==> src/rtl/nave_controle_if.sv <==
// Bus between the VGA timing/button side and the ship/shot controller.
// The master drives the counters and buttons; the slave drives ship and shot state.
interface nave_controle_if;
  logic [9:0]  h_counter;
  logic [9:0]  v_counter;
  logic        btn_left;
  logic        btn_right;
  logic        btn_fire;
  logic [10:0] mem_X_barra;
  logic        shot_active;
  logic [10:0] shot_x;
  logic [9:0]  shot_y;
  logic        frame_tick;

  modport master (
    output h_counter, v_counter, btn_left, btn_right, btn_fire,
    input  mem_X_barra, shot_active, shot_x, shot_y, frame_tick
  );

  modport slave (
    input  h_counter, v_counter, btn_left, btn_right, btn_fire,
    output mem_X_barra, shot_active, shot_x, shot_y, frame_tick
  );
endinterface

==> src/rtl/nave_controle.sv <==
// Ship and single-shot controller: everything updates once per frame during
// vertical blanking so the renderers never see a mid-frame change.
module nave_controle #(
  parameter int unsigned SCREEN_W   = 640,
  parameter int unsigned SHIP_W     = 11,
  parameter int unsigned SHIP_Y     = 150,
  parameter int unsigned START_X    = 314,
  parameter int unsigned SPEED      = 2,
  parameter int unsigned SHOT_SPEED = 4,
  parameter int unsigned FRAME_LINE = 480
) (
  input  logic             clk,
  input  logic             reset_n,
  nave_controle_if.slave   bus
);

  localparam logic [10:0] X_MAX     = 11'(SCREEN_W - SHIP_W);
  localparam logic [10:0] X_RESET   = 11'(START_X);
  localparam logic [10:0] STEP      = 11'(SPEED);
  localparam logic [10:0] HALF_W    = 11'(SHIP_W / 2);
  localparam logic [9:0]  Y_LAUNCH  = 10'(SHIP_Y - 1);
  localparam logic [9:0]  SHOT_STEP = 10'(SHOT_SPEED);
  localparam logic [9:0]  LINE      = 10'(FRAME_LINE);

  // Button bit order throughout: {fire, right, left}
  logic [2:0]  btn_s1, btn_s2;
  logic        fire_prev;
  logic        match, match_d;
  logic        frame_tick_q;
  logic        fire_pending, pending_next;

  logic [10:0] x_q, x_next;
  logic        shot_active_q, shot_active_next;
  logic [10:0] shot_x_q, shot_x_next;
  logic [9:0]  shot_y_q, shot_y_next;

  logic        left_s, right_s, fire_rise;

  assign match     = (bus.v_counter == LINE) && (bus.h_counter == 10'd0);
  assign left_s    = btn_s2[0];
  assign right_s   = btn_s2[1];
  assign fire_rise = btn_s2[2] & ~fire_prev;

  always_ff @(posedge clk or negedge reset_n) begin
    if (!reset_n) begin
      btn_s1        <= '0;
      btn_s2        <= '0;
      fire_prev     <= 1'b0;
      match_d       <= 1'b0;
      frame_tick_q  <= 1'b0;
      fire_pending  <= 1'b0;
      x_q           <= X_RESET;
      shot_active_q <= 1'b0;
      shot_x_q      <= '0;
      shot_y_q      <= '0;
    end else begin
      btn_s1        <= {bus.btn_fire, bus.btn_right, bus.btn_left};
      btn_s2        <= btn_s1;
      fire_prev     <= btn_s2[2];
      match_d       <= match;
      // A counter pair held on the match value for many clocks still yields one pulse
      frame_tick_q  <= match & ~match_d;
      fire_pending  <= pending_next;
      x_q           <= x_next;
      shot_active_q <= shot_active_next;
      shot_x_q      <= shot_x_next;
      shot_y_q      <= shot_y_next;
    end
  end

  always_comb begin
    x_next           = x_q;
    shot_active_next = shot_active_q;
    shot_x_next      = shot_x_q;
    shot_y_next      = shot_y_q;
    pending_next     = fire_pending;

    if (frame_tick_q) begin
      // Compare before stepping so the 11-bit position never underflows or overshoots
      if (left_s && !right_s) begin
        x_next = (x_q >= STEP) ? (x_q - STEP) : 11'd0;
      end else if (right_s && !left_s) begin
        x_next = ((x_q + STEP) <= X_MAX) ? (x_q + STEP) : X_MAX;
      end

      if (shot_active_q) begin
        if (shot_y_q < SHOT_STEP) begin
          shot_active_next = 1'b0;
        end else begin
          shot_y_next = shot_y_q - SHOT_STEP;
        end
      end else if (fire_pending) begin
        shot_active_next = 1'b1;
        shot_x_next      = x_q + HALF_W;
        shot_y_next      = Y_LAUNCH;
        pending_next     = 1'b0;
      end
    end

    // Evaluated after launch so an edge on the tick cycle queues for the next frame
    if (fire_rise && !shot_active_q) begin
      pending_next = 1'b1;
    end
  end

  assign bus.mem_X_barra = x_q;
  assign bus.shot_active = shot_active_q;
  assign bus.shot_x      = shot_x_q;
  assign bus.shot_y      = shot_y_q;
  assign bus.frame_tick  = frame_tick_q;

endmodule
==> src/flat_wrapper.sv <==
// flat-port wrapper written by rule: the top's interface ports become plain ports
module nave_controle_flat 
#(
  parameter int unsigned SCREEN_W   = 640,
  parameter int unsigned SHIP_W     = 11,
  parameter int unsigned SHIP_Y     = 150,
  parameter int unsigned START_X    = 314,
  parameter int unsigned SPEED      = 2,
  parameter int unsigned SHOT_SPEED = 4,
  parameter int unsigned FRAME_LINE = 480
)
  (clk, reset_n, bus_h_counter, bus_v_counter, bus_btn_left, bus_btn_right, bus_btn_fire, bus_mem_X_barra, bus_shot_active, bus_shot_x, bus_shot_y, bus_frame_tick);
  nave_controle_if bus_i ();
  input  logic clk;
  input  logic reset_n;
  input wire logic [$bits(bus_i.h_counter)-1:0] bus_h_counter;
  input wire logic [$bits(bus_i.v_counter)-1:0] bus_v_counter;
  input wire logic [$bits(bus_i.btn_left)-1:0] bus_btn_left;
  input wire logic [$bits(bus_i.btn_right)-1:0] bus_btn_right;
  input wire logic [$bits(bus_i.btn_fire)-1:0] bus_btn_fire;
  output wire logic [$bits(bus_i.mem_X_barra)-1:0] bus_mem_X_barra;
  output wire logic [$bits(bus_i.shot_active)-1:0] bus_shot_active;
  output wire logic [$bits(bus_i.shot_x)-1:0] bus_shot_x;
  output wire logic [$bits(bus_i.shot_y)-1:0] bus_shot_y;
  output wire logic [$bits(bus_i.frame_tick)-1:0] bus_frame_tick;
  assign bus_i.h_counter = bus_h_counter;
  assign bus_i.v_counter = bus_v_counter;
  assign bus_i.btn_left = bus_btn_left;
  assign bus_i.btn_right = bus_btn_right;
  assign bus_i.btn_fire = bus_btn_fire;
  assign bus_mem_X_barra = bus_i.mem_X_barra;
  assign bus_shot_active = bus_i.shot_active;
  assign bus_shot_x = bus_i.shot_x;
  assign bus_shot_y = bus_i.shot_y;
  assign bus_frame_tick = bus_i.frame_tick;
  nave_controle #(.SCREEN_W(SCREEN_W), .SHIP_W(SHIP_W), .SHIP_Y(SHIP_Y), .START_X(START_X), .SPEED(SPEED), .SHOT_SPEED(SHOT_SPEED), .FRAME_LINE(FRAME_LINE)) u_core (.clk(clk), .reset_n(reset_n), .bus(bus_i));
endmodule
==> config.mk <==
export PLATFORM = sky130hd
export DESIGN_NAME = nave_controle_flat
export DESIGN_NICKNAME = d
export VERILOG_FILES = /design/src/rtl/nave_controle_if.sv /design/src/rtl/nave_controle.sv /design/src/flat_wrapper.sv
export SDC_FILE = /design/constraint.sdc
export NUM_CORES = 1
export LEC_CHECK = 0
export ABC_AREA = 1
export BUFFER_PORTS_ARGS = -buffer_cell sky130_fd_sc_hd__clkbuf_2
export CAP_MARGIN = 20
export CORE_ASPECT_RATIO = 0.7
export CORE_MARGIN = 3
export CORE_UTILIZATION = 57
export DETAILED_ROUTE_END_ITERATION = 7
export HOLD_SLACK_MARGIN = 0.08
export PLACE_DENSITY = 0.85
export SYNTH_ARGS = -nofsm -noshare
export SYNTH_HDL_FRONTEND = slang
export SYNTH_SLANG_ARGS = --single-unit
==> constraint.sdc <==
create_clock -name clk -period 3.1 [get_ports clk]
set_input_delay 0.31 -clock clk [delete_from_list [all_inputs] [get_ports clk]]
set_output_delay 0.31 -clock clk [all_outputs]
set_load 0.02 [all_outputs]
==> out/results.ini <==
[status]
status = finished clean

[sta]
period_needed_ns = 2.00
period_share = 0.646
finalHoldViolCount = 0
fmax_mhz = 499
rsz0062_at_grt = false
fin_setup_tns_ns = 0
drv_slew = 0
finClkSkew_ns = 0.00529
setup_violations = 0
hold_slack_ns = 0.121

[detailed_routing]
wire_per_inst_um = 13.4
dr.pass1.iters = 4
drc = 0
drt_iter0_drc = 194
vias = 2213
drt_wl_total_um = 5620
viasPerCell = 5.27
ant_nets = 0

[layout]
drive_gt1_frac = 0.247
nNetsFinal = 400
fillCellCount = 320
multi_input_area_um2 = 1170
antenna_cells = 0
syn2layout_area_growth_pct = 19.6
fin_area_um2 = 2870
utilization = 0.722
regArea_um2 = 1060

[floorplanning]
rows = 19
die-width_um = 83.5
die_h_um = 60.2
die_area_um2 = 5030
core_region_area_um2 = 3970
start_util = 0.604
io_pins = 59

[logic_synthesis]
synth-edff-count = 0
yosys_warnings = 0
synth_common_cells = nand2_1 (68), dfrtp_1 (37), nor2_1 (34)
syn_nets = 339
synth.distinct_cells = 33
ys_ff_latch = 42
synth_async_sr_flop_share = 1.00
synth-seq-area-share = 0.441
synth_top_cells_by_area = dfrtp_1 (39%), nand2_1 (11%), o21ai_0 (5.6%), dfstp_2 (5.5%), nor2_1 (5.3%)
ys.flop_type = dfrtp_1
synth_top_area_frac = 0.386
syn_inst = 306
syn_area_um2 = 2400
synth_most_common_cell = nand2_1
yosysTopAreaCell = dfrtp_1
avgSynthCellArea_um2 = 7.83

[clocking]
postCtsSetupBuffers = 0
cts-root-buf = clkbuf_8
clock_latency_ns = 0.29
cts.clk_slew.worst_paths_ns = 0.08
cts_num_sinks = 42
cts_max_level = 2
cts_buffers = 5
clk_path_buf_depth = 2
cts_resized = 0
cts_hold_buf = 0
cts_tree = built

[critical_path]
crit_arrival_ns = 2.23
critPathCaptureType = flip-flop
crit_required_ns = 3.32
start_kind = flip-flop
path_class = reg2reg
crit_fanout = 9

[global_route]
grt_overflow = 0
antenna_found_initial = 0
grt_max_degree = 43
grt_pass1_vias = 1976
use_met3 = 0.0647
grt_pass1_wl_um = 9190
use_met1 = 0.327
grt_util_met2 = 0.355
busiest_layer = met2
gr-usage-all-layers = 0.233

[placement]
port_buffers = 57
routabilityCongestion = 1.01
place_hpwl_um = 4250
placed_area_um2 = 2720

[power]
p_leak_nw = 1.51
ir_drop_v = 0.000355
p_per_area_nw_per_um2 = 361
power.total_mw = 1.03

[job]
drv_cap = 0

[worst_hold_path]
hold_path_class = in2reg

## per-layer routing
layer  vias up  part of all wire
met3         6             0.073
met5         -                 0
met1      1022              0.48
met2        68              0.44
met4         0             0.011
li1       1117                 -
## state kept, by name, indices dropped and copies added (netlist names)
name / flops
u_core.btn_s2: 3
u_core.bus.shot_active: 1
u_core.match_d: 1
u_core.bus.mem_X_barra: 11
u_core.fire_prev: 1
u_core.bus.frame_tick: 1
u_core.btn_s1: 3
u_core.bus.shot_y: 9
u_core.bus.shot_x: 11
u_core.fire_pending: 1
## cell usage in the layout, fill, tap and decap left out, types with 2 or more instances in the layout
| cell | instances |
|---|---|
| nand2_2 | 5 |
| nand4_1 | 6 |
| a21oi_1 | 13 |
| inv_2 | 2 |
| buf_4 | 2 |
| nor2_1 | 34 |
| or2_2 | 2 |
| o21ai_0 | 27 |
| nand3_1 | 19 |
| xor2_1 | 12 |
| clkbuf_8 | 6 |
| nor2_2 | 5 |
| clkbuf_2 | 57 |
| nor3_1 | 5 |
| dfrtp_1 | 37 |
| dfstp_2 | 5 |
| ha_1 | 8 |
| nor4_1 | 4 |
| nand2_1 | 68 |
| o31ai_1 | 2 |
| inv_1 | 32 |
| o22ai_1 | 2 |
## cells by family (layout without fill, tap and decap cells)
group                      count (synthesis)  after routing  share of synthesized area
adders and majority gates                  8              8                     0.0418
other                                      1              1                    0.00157
xor gates and xnor gates                  13             13                     0.0475
DFF                                       42             42                      0.441
and+or+nand+nor                          154            154                      0.292
AOI/OAI and AO/OA                         47             47                      0.105
buffers and inverters                     41            103                     0.0705
## report_power, final
part           total, mW  leakage [nW]  internal, mW  switching [mW]
logic             0.0376         0.903        0.0165          0.0212
registers          0.554         0.547         0.552         0.00144
clock network      0.443        0.0585         0.263           0.180
total               1.03          1.51         0.831           0.203
## path summary, 6_finish.rpt
kind                                                  startpoint                                     to  slack, ns  cells past startpoint
max in group asynchronous                                reset_n  u_core.bus.mem_X_barra[5]$_DFFE_PN1P_       2.05                      3
max                        u_core.bus.mem_X_barra[1]$_DFFE_PN1P_  u_core.bus.mem_X_barra[3]$_DFFE_PN1P_       1.10                     11
max reg2reg                u_core.bus.mem_X_barra[1]$_DFFE_PN1P_  u_core.bus.mem_X_barra[3]$_DFFE_PN1P_       1.10                     11
min                                                 bus_btn_fire             u_core.btn_s1[2]$_DFF_PN0_       0.12                      1
min in group asynchronous                                reset_n       u_core.bus.shot_y[8]$_DFFE_PN0P_       0.49                      2
min reg2reg                           u_core.btn_s1[1]$_DFF_PN0_             u_core.btn_s2[1]$_DFF_PN0_       0.36                      0
## per-stage QoR
step / worst slack [ns] / std cells
after floorplan: 1.27 / 306
after global placement: 1.15 / 410
after detailed placement: 1.14 / 410
after CTS: 1.11 / 418
after global routing: 0.913 / 420
final: 1.10 / 420
## area by class of cell
| cell class | instances | area share |
|---|---|---|
| clock buffer | 7 | 0.0301 |
| clock inverter | 1 | 0.0105 |
| inverter | 34 | 0.0445 |
| multi-input combinational | 223 | 0.408 |
| sequential | 42 | 0.369 |
| tap | 52 | 0.0227 |
| timing repair buffer | 61 | 0.115 |
## critical path, stage by stage, from the launching register on
cell     delay, ns
dfstp_2       0.63
ha_1          0.22
nand3_1       0.16
o21ai_0       0.18
nand2_1       0.11
nor2_2        0.14
nand2_1       0.08
nand2_2       0.08
nand2_2       0.06
nand2_1       0.08
nand2_1       0.07
a21oi_1       0.13
Note: power is estimated with default switching activity, not from simulation.
